===== src/rtl/memory_stage_pkg.sv =====
// Shared types and constants for the memory pipeline stage.
package memory_stage_pkg;

    typedef enum logic [1:0] {
        IDLE = 2'd0,
        WAIT = 2'd1,
        DONE = 2'd2
    } state_t;

    localparam logic [3:0] BE_WORD  = 4'b1111;
    localparam logic [3:0] BE_BYTE0 = 4'b0001;
    localparam int         LANE_W   = 2;

endpackage


===== src/rtl/byte_lane_align.sv =====
// Byte-lane steering: enables, store replication and load extraction.
module byte_lane_align
    import memory_stage_pkg::*;
(
    input  logic [LANE_W-1:0] lane,
    input  logic              is_byte,
    input  logic [31:0]       store_data,
    input  logic [31:0]       rdata,
    output logic [3:0]        be,
    output logic [31:0]       wdata,
    output logic [31:0]       load_data
);

    logic [7:0] rbyte;

    always_comb begin
        rbyte = rdata[{lane, 3'b000} +: 8];
        if (is_byte) begin
            be        = BE_BYTE0 << lane;
            wdata     = {4{store_data[7:0]}};
            load_data = {{24{rbyte[7]}}, rbyte};
        end else begin
            be        = BE_WORD;
            wdata     = store_data;
            load_data = rdata;
        end
    end

endmodule


===== src/rtl/memory_stage.sv =====
// Memory stage: data-bus access FSM with timeout, alignment check
// and registered results toward writeback.
module memory_stage
    import memory_stage_pkg::*;
#(
    parameter int TIMEOUT_CYCLES = 256,
    parameter int CNT_W          = 9
) (
    input  logic        clock,
    input  logic        reset,
    input  logic [4:0]  m_dst_reg,
    input  logic        m_mem_read,
    input  logic        m_mem_write,
    input  logic        m_mem_byte,
    input  logic        m_reg_write,
    input  logic        m_mem_to_reg,
    input  logic [31:0] m_alu_result,
    input  logic [31:0] m_store_data,
    output logic        m_stall,
    output logic        m_misaligned,
    output logic        m_bus_error,
    output logic        dmem_req,
    output logic        dmem_we,
    output logic [31:0] dmem_addr,
    output logic [3:0]  dmem_be,
    output logic [31:0] dmem_wdata,
    input  logic        dmem_ack,
    input  logic [31:0] dmem_rdata,
    output logic [4:0]  w_dst_reg,
    output logic        w_reg_write,
    output logic [31:0] w_wb_data
);

    localparam logic [CNT_W-1:0] CNT_LAST = CNT_W'(TIMEOUT_CYCLES - 1);

    state_t            state_q, state_d;
    logic [CNT_W-1:0]  cnt_q, cnt_d;
    logic              sup_q, sup_d;
    logic [31:0]       rdata_q, rdata_d;
    logic              req_q, req_d;
    logic              we_q, we_d;
    logic [31:0]       addr_q, addr_d;
    logic [3:0]        be_q, be_d;
    logic [31:0]       wdata_q, wdata_d;
    logic [4:0]        wdst_q, wdst_d;
    logic              wrw_q, wrw_d;
    logic [31:0]       wwb_q, wwb_d;
    logic              mis_q, mis_d;
    logic              berr_q, berr_d;

    logic              access;
    logic              misal;
    logic              stall;
    logic [3:0]        be_c;
    logic [31:0]       wdata_c;
    logic [31:0]       load_c;

    byte_lane_align u_align (
        .lane       (m_alu_result[LANE_W-1:0]),
        .is_byte    (m_mem_byte),
        .store_data (m_store_data),
        .rdata      (rdata_q),
        .be         (be_c),
        .wdata      (wdata_c),
        .load_data  (load_c)
    );

    assign access = m_mem_read | m_mem_write;
    assign misal  = ~m_mem_byte & (m_alu_result[1:0] != 2'b00);

    always_comb begin
        state_d = state_q;
        cnt_d   = cnt_q;
        sup_d   = sup_q;
        rdata_d = rdata_q;
        req_d   = req_q;
        we_d    = we_q;
        addr_d  = addr_q;
        be_d    = be_q;
        wdata_d = wdata_q;
        wdst_d  = wdst_q;
        wrw_d   = wrw_q;
        wwb_d   = wwb_q;
        mis_d   = 1'b0;
        berr_d  = 1'b0;
        stall   = 1'b0;
        unique case (state_q)
            IDLE: begin
                wdst_d = m_dst_reg;
                wwb_d  = m_alu_result;
                if (!access) begin
                    wrw_d = m_reg_write;
                end else if (misal) begin
                    wrw_d = 1'b0;
                    mis_d = 1'b1;
                end else begin
                    wrw_d   = 1'b0;
                    stall   = 1'b1;
                    req_d   = 1'b1;
                    we_d    = m_mem_write;
                    addr_d  = {m_alu_result[31:2], 2'b00};
                    be_d    = be_c;
                    wdata_d = wdata_c;
                    cnt_d   = '0;
                    sup_d   = 1'b0;
                    state_d = WAIT;
                end
            end
            WAIT: begin
                stall = 1'b1;
                if (dmem_ack) begin
                    rdata_d = dmem_rdata;
                    req_d   = 1'b0;
                    state_d = DONE;
                end else if (cnt_q == CNT_LAST) begin
                    req_d   = 1'b0;
                    berr_d  = 1'b1;
                    sup_d   = 1'b1;
                    state_d = DONE;
                end else begin
                    cnt_d = cnt_q + CNT_W'(1);
                end
            end
            DONE: begin
                wdst_d  = m_dst_reg;
                wwb_d   = m_mem_to_reg ? load_c : m_alu_result;
                wrw_d   = m_reg_write & ~sup_q;
                cnt_d   = '0;
                sup_d   = 1'b0;
                state_d = IDLE;
            end
            default: state_d = IDLE;
        endcase
    end

    always_ff @(posedge clock or posedge reset) begin
        if (reset) begin
            state_q <= IDLE;
            cnt_q   <= '0;
            sup_q   <= 1'b0;
            rdata_q <= '0;
            req_q   <= 1'b0;
            we_q    <= 1'b0;
            addr_q  <= '0;
            be_q    <= '0;
            wdata_q <= '0;
            wdst_q  <= '0;
            wrw_q   <= 1'b0;
            wwb_q   <= '0;
            mis_q   <= 1'b0;
            berr_q  <= 1'b0;
        end else begin
            state_q <= state_d;
            cnt_q   <= cnt_d;
            sup_q   <= sup_d;
            rdata_q <= rdata_d;
            req_q   <= req_d;
            we_q    <= we_d;
            addr_q  <= addr_d;
            be_q    <= be_d;
            wdata_q <= wdata_d;
            wdst_q  <= wdst_d;
            wrw_q   <= wrw_d;
            wwb_q   <= wwb_d;
            mis_q   <= mis_d;
            berr_q  <= berr_d;
        end
    end

    // Stall is combinational, so it must be masked while reset is held.
    assign m_stall      = stall & ~reset;
    assign m_misaligned = mis_q;
    assign m_bus_error  = berr_q;
    assign dmem_req     = req_q;
    assign dmem_we      = we_q;
    assign dmem_addr    = addr_q;
    assign dmem_be      = be_q;
    assign dmem_wdata   = wdata_q;
    assign w_dst_reg    = wdst_q;
    assign w_reg_write  = wrw_q;
    assign w_wb_data    = wwb_q;

endmodule


===== config.mk =====
export PLATFORM = sky130hd
export DESIGN_NAME = memory_stage
export DESIGN_NICKNAME = d
export VERILOG_FILES = /design/src/rtl/memory_stage_pkg.sv /design/src/rtl/byte_lane_align.sv /design/src/rtl/memory_stage.sv
export SDC_FILE = /design/constraint.sdc
export NUM_CORES = 1
export LEC_CHECK = 0
export CAP_MARGIN = 25
export CORE_MARGIN = 3
export CORE_UTILIZATION = 35
export CTS_CLUSTER_DIAMETER = 150
export DETAILED_ROUTE_END_ITERATION = 7
export DONT_BUFFER_PORTS = 1
export SLEW_MARGIN = 10
export SYNTH_ARGS = -nofsm -noshare
export SYNTH_HDL_FRONTEND = slang
export SYNTH_SLANG_ARGS = --single-unit

===== constraint.sdc =====
create_clock -name clock -period 5.37 [get_ports clock]
set_input_delay 0.537 -clock clock [delete_from_list [all_inputs] [get_ports clock]]
set_output_delay 0.537 -clock clock [all_outputs]
set_load 0.03 [all_outputs]

=== Word level (Yosys, flattened, before mapping) ===
Index checks and enable logic that the tools add are counted.

* Eq/ne operators: 9
* Reduce and logical (&&, ||, !) cells: 12
* Multiplexer cells: 36
* Add/sub/neg operators: 1
* Shifts and indexed selects: 2
* Bitwise gates (word level): 8

{| class="wikitable"
|+ Operators by type and width
! operator !! count
|-
| 2-to-1 mux 32 bit || 3
|-
| one-hot mux 32 bit (2 select lines) || 1
|-
| 2-to-1 mux 9 bit || 4
|-
| variable part select 32 x 6 -> 8 bit || 1
|-
| one-hot mux 9 bit (3 select lines) || 1
|-
| 2-to-1 mux 1 bit || 17
|-
| != test 2 bit (second input constant) || 5
|-
| AND reduction 5 bit || 2
|-
| adder 9 x 1 -> 9 bit (second input constant) || 1
|-
| == test 9 x 8 -> 1 bit (second input constant) || 1
|-
| 2-to-1 mux 2 bit || 4
|-
| one-hot mux 1 bit (2 select lines) || 3
|-
| AND reduction 3 bit || 2
|-
| nonzero test 2 bit || 3
|-
| 2-to-1 mux 4 bit || 1
|-
| NOT 1 bit || 4
|-
| one-hot mux 2 bit (2 select lines) || 1
|-
| AND reduction 4 bit || 1
|-
| left shift 1 x 2 -> 4 bit (first input constant) || 1
|-
| bitwise AND 1 bit || 3
|-
| != test 3 bit (second input constant) || 1
|-
| one-hot mux 1 bit (3 select lines) || 1
|-
| nonzero test 3 bit || 1
|-
| == test 2 x 1 -> 1 bit (second input constant) || 1
|-
| other kinds (5) || 5
|}

* Input bits: 109
* Word-level logic and storage cells: 82
* Register bits after elaboration: 152

=== Logic depth before layout (Yosys ltp) ===
* Depth after elaboration: 6
* Depth in mapped cells: 8
* Mapped depth without buffers: 7

=== By module ===
Synthesis repeated with hierarchy kept, for this count alone.

* Cells, all modules: 626
* Area total of the unflattened synthesis: 7,008.0 um^2

{| class="wikitable"
|+ Modules (own cells, without submodules)
! module !! cells each !! times used !! seq. area each (um^2) !! area an instance (um^2)
|-
| memory_stage || 453 || 1 || 3,803.6 || 6,070.8
|-
| byte_lane_align || 173 || 1 || 0.0 || 937.1
|}

=== Worst setup path before layout ===
No wires, ideal clock.

* Path type: reg2out
* From: register state_q[0]
* To: output port m_stall
* Cell stages (with the launch flop): 5
* Data arrival time: 1.669 ns
* Setup slack: 3.164 ns
* Cell sequence: dfrtp_1 clkbuf_1 clkbuf_1 a21oi_1 nor3_1

* Longest elaborated chain between the ends: 3
* Elaborated cells between the ends (all ways): 4
* Classes of those cells: 1 x eq/ne; 1 x mux; 1 x bitwise; 1 x reduce/logical

{| class="wikitable"
|+ Ends and longest elaborated chain
! what !! line !! source
|-
| start: declaration || memory_stage.sv:36 || <nowiki>state_t state_q, state_d;</nowiki>
|-
| start signal: assignment || memory_stage.sv:153 || <nowiki>state_q <= state_d;</nowiki>
|-
| == test 2 x 1 -> 1 bit / zero test 2 bit (equally long branches) || memory_stage.sv:87 || <nowiki>unique case (state_q)</nowiki>
|-
| one-hot mux 1 bit (2 select lines) * || memory_stage.sv:87 ||
|-
| bitwise AND 1 bit * || memory_stage.sv:171 || <nowiki>assign m_stall = stall & ~reset;</nowiki>
|-
| end: declaration || memory_stage.sv:19 || <nowiki>output logic m_stall,</nowiki>
|}

Mark *: on every way between the ends. The rest lies on a longest branch, timed or not.

=== Worst setup path after layout ===
Same ends and word-level chain as after synthesis.

==> metrics.cfg <==
[drt]
antenna_left = 0
drtIter0Drc = 322
num_vias = 4745
drt_drc_violations_left = 0
via_per_inst = 5.54
firstDrtPassIters = 5
wl_per_cell_microns = 21.1
drt-total-wl_microns = 18100

[placement]
pre_cts_ws_ns = 2.57
io_buffers = 0
gp_congestion = 0.775
dp_hpwl_microns = 12700
dp_cells = 821

[power_and_ir_drop]
seq_power_share = 0.557
pwr-share-clk = 0.256
leakage_nw = 3.37
p_sw_frac = 0.411
comb_power_share = 0.188
p_switching_mw = 2.03
p_per_area_nw_per_um2 = 629
ir_worst_vdd_v = 0.000268
p_int_mw = 2.91

[logic_synthesis]
syn_area_per_cell_sq_um = 11.8
ys_seq_area_frac = 0.543
ys_ff_latch = 152
synth-async-reset-ratio = 1.00
yosysWarnings = 0
synth-main-ff-cell = dfrtp_1
syn_area_sq_um = 7000
syn_inst = 595
synth_edf_count = 0
yosys.cell_types.count = 42

[timing]
relSlewSlack = 0.310
setup_slack_ns = 2.53
finalCriticalPeriod_ns = 2.84
drv_slew = 0
hold_ws_ns = 0.196
period_share = 0.530
setup_viol = 0
clock_skew_ns = 0.0117
max_freq_mhz = 352
finalHoldViolCount = 0
rsz0062_at_grt = false
worstMarginPinSlew_ns = 1.03
fin_setup_tns_ns = 0

[setup_path]
required_ns = 4.83
cpPeakStageDelay_ns = 0.82
critical_path_arrival_ns = 2.31
crit_type = reg2out
path_max_fanout = 87
cpMaxStageDelayCell = nor3_1
worstSetupEndpointType = primary output
crit_chain = buf_4, a21oi_1, nor3_1
start_kind = flop

[outcome]
status = completed

[flow_run]
maxCapViolations = 0

[die]
die_h_microns = 147
boundaryPins = 220
die_area_sq_um = 21700
row_count = 51
core_sq_um = 19500
start_util = 0.358
die_w_microns = 147

[clock_network]
clk_latency_ns = 0.42
clk_path_buf_depth = 2
post_cts_resize_count = 0
htree_levels = 4
cts.sinks = 152
cts_setup_buffers = 0
clk_pin_slew_worst_paths_ns = 0.06
cts_buffers = 17
holdBufCountCts = 0
cts_tree = yes
cts_root_buf = clkbuf_16

[global_route]
grt_usage = 0.165
antenna_found_initial = 1
grt_overflow_total = 0
grt_pass1_vias = 4995
grt_pass1_wl_microns = 28200
grt_max_degree = 103

[cells_and_area]
area_delta_synth_final_pct = 12.1
final_core_util = 0.402
layout-drive-gt1-share = 0.258
fin_nets = 689
instances_no_fill = 857

[hold_path]
hold_class = in2async

==> critical path, delay by kind of cell (launching register included) <==
kind / cells / cell delay (ns)
buffers and inverters: 1 / 0.65
and+or+nand+nor: 1 / 0.82
DFF: 1 / 0.36
AOI/OAI and AO/OA: 1 / 0.07
==> kinds of logic after synthesis <==
group / synth area share
buffers and inverters: 0.0520
DFF: 0.543
AOI/OAI and AO/OA: 0.119
adders and majority gates: 0.00536
muxes: 0.178
other: 0.000536
and+or+nand+nor: 0.101
==> routing by layer <==
metal	wire length [microns]	global-route usage
met5	0	0
met4	427	0.0610
met3	1320	0.0589
met2	9450	0.280
met1	6880	0.193
==> area by class of cell <==
type / instances / area (sq um)
inverter: 36 / 140
antenna: 2 / 5.00
clock buffer: 22 / 484
clock inverter: 10 / 140
fill: 1868 / 11700
timing repair buffer: 7 / 96.3
tap: 265 / 332
sequential: 152 / 3800
multi-input combinational: 363 / 2840
==> path summary, 6_finish.rpt <==
check / from / endpoint / slack, ns / cells past startpoint
min in group clock: dmem_ack / m_bus_error / 0.22 / 1
min reg2reg: rdata_q[1] / rdata_q[1] / 0.51 / 1
min: reset / dmem_wdata[17] / 0.20 / 1
max in group asynchronous: reset / w_wb_data[14] / 3.99 / 2
max: state_q[0] / m_stall / 2.53 / 3
max reg2reg: cnt_q[0] / cnt_q[5] / 2.82 / 7
==> cells in the mapped netlist, types with 2 or more instances <==
cell | number | share of area
nor3b_1 | 2 | 0.0021
a31oi_1 | 3 | 0.0027
a21oi_1 | 34 | 0.024
nand2b_1 | 4 | 0.0036
o211ai_1 | 25 | 0.027
mux2_2 | 107 | 0.17
o221ai_1 | 10 | 0.013
mux2i_1 | 2 | 0.0029
o21ai_0 | 33 | 0.024
or2_2 | 3 | 0.0027
ha_1 | 3 | 0.0054
o31ai_1 | 5 | 0.0054
a32o_1 | 2 | 0.0029
buf_4 | 2 | 0.0021
and2_1 | 2 | 0.0018
nor3_1 | 4 | 0.0029
nand4_1 | 2 | 0.0018
nand3_1 | 5 | 0.0036
buf_2 | 6 | 0.0043
buf_1 | 4 | 0.0021
nor2b_1 | 10 | 0.0089
a22oi_1 | 14 | 0.015
nand2_1 | 42 | 0.023
or4_1 | 3 | 0.0032
buf_6 | 6 | 0.0097
nor2_1 | 7 | 0.0038
and4b_1 | 25 | 0.036
dfrtp_1 | 152 | 0.54
inv_1 | 36 | 0.019
clkbuf_1 | 27 | 0.014
or3_1 | 4 | 0.0036
==> power groups by stage <==
stage                     clock network [mW]  registers (mW)  logic, mW
after floorplan                            0            2.61      0.786
after global placement                     0            2.75      0.871
after detailed placement                   0            2.77      0.928
after CTS                               1.29            2.75      0.930
after global routing                    1.34            2.80       1.03
final                                   1.26            2.75      0.925
==> cells in the final DEF, fill, tap and decap left out, drive strengths merged, types with 3 or more instances in the layout <==
| cell type | synthesis | layout |
|---|---|---|
| or2 | 3 | 3 |
| nand3 | 6 | 6 |
| nor3 | 4 | 4 |
| ha | 3 | 3 |
| nor2 | 7 | 7 |
| o211ai | 25 | 25 |
| and4b | 25 | 25 |
| nand2 | 42 | 42 |
| buf | 18 | 7 |
| a31oi | 3 | 3 |
| bufinv | 0 | 3 |
| o21ai | 33 | 33 |
| clkinv | 0 | 5 |
| mux2 | 107 | 107 |
| inv | 36 | 38 |
| o221ai | 10 | 10 |
| a21oi | 34 | 34 |
| or4 | 3 | 3 |
| o31ai | 5 | 5 |
| nor2b | 10 | 10 |
| dfrtp | 152 | 152 |
| a22oi | 14 | 14 |
| or3 | 4 | 4 |
| nand2b | 4 | 4 |
| clkbuf | 27 | 22 |
==> metrics by stage <==
stage / cell area [sq um] / power, mW
floorplan: 7000 / 3.39
global placement: 7150 / 3.62
detailed placement: 7180 / 3.70
CTS: 7800 / 4.98
global route: 7840 / 5.17
finish: 7850 / 4.93
(Power assumes the default switching activity.)
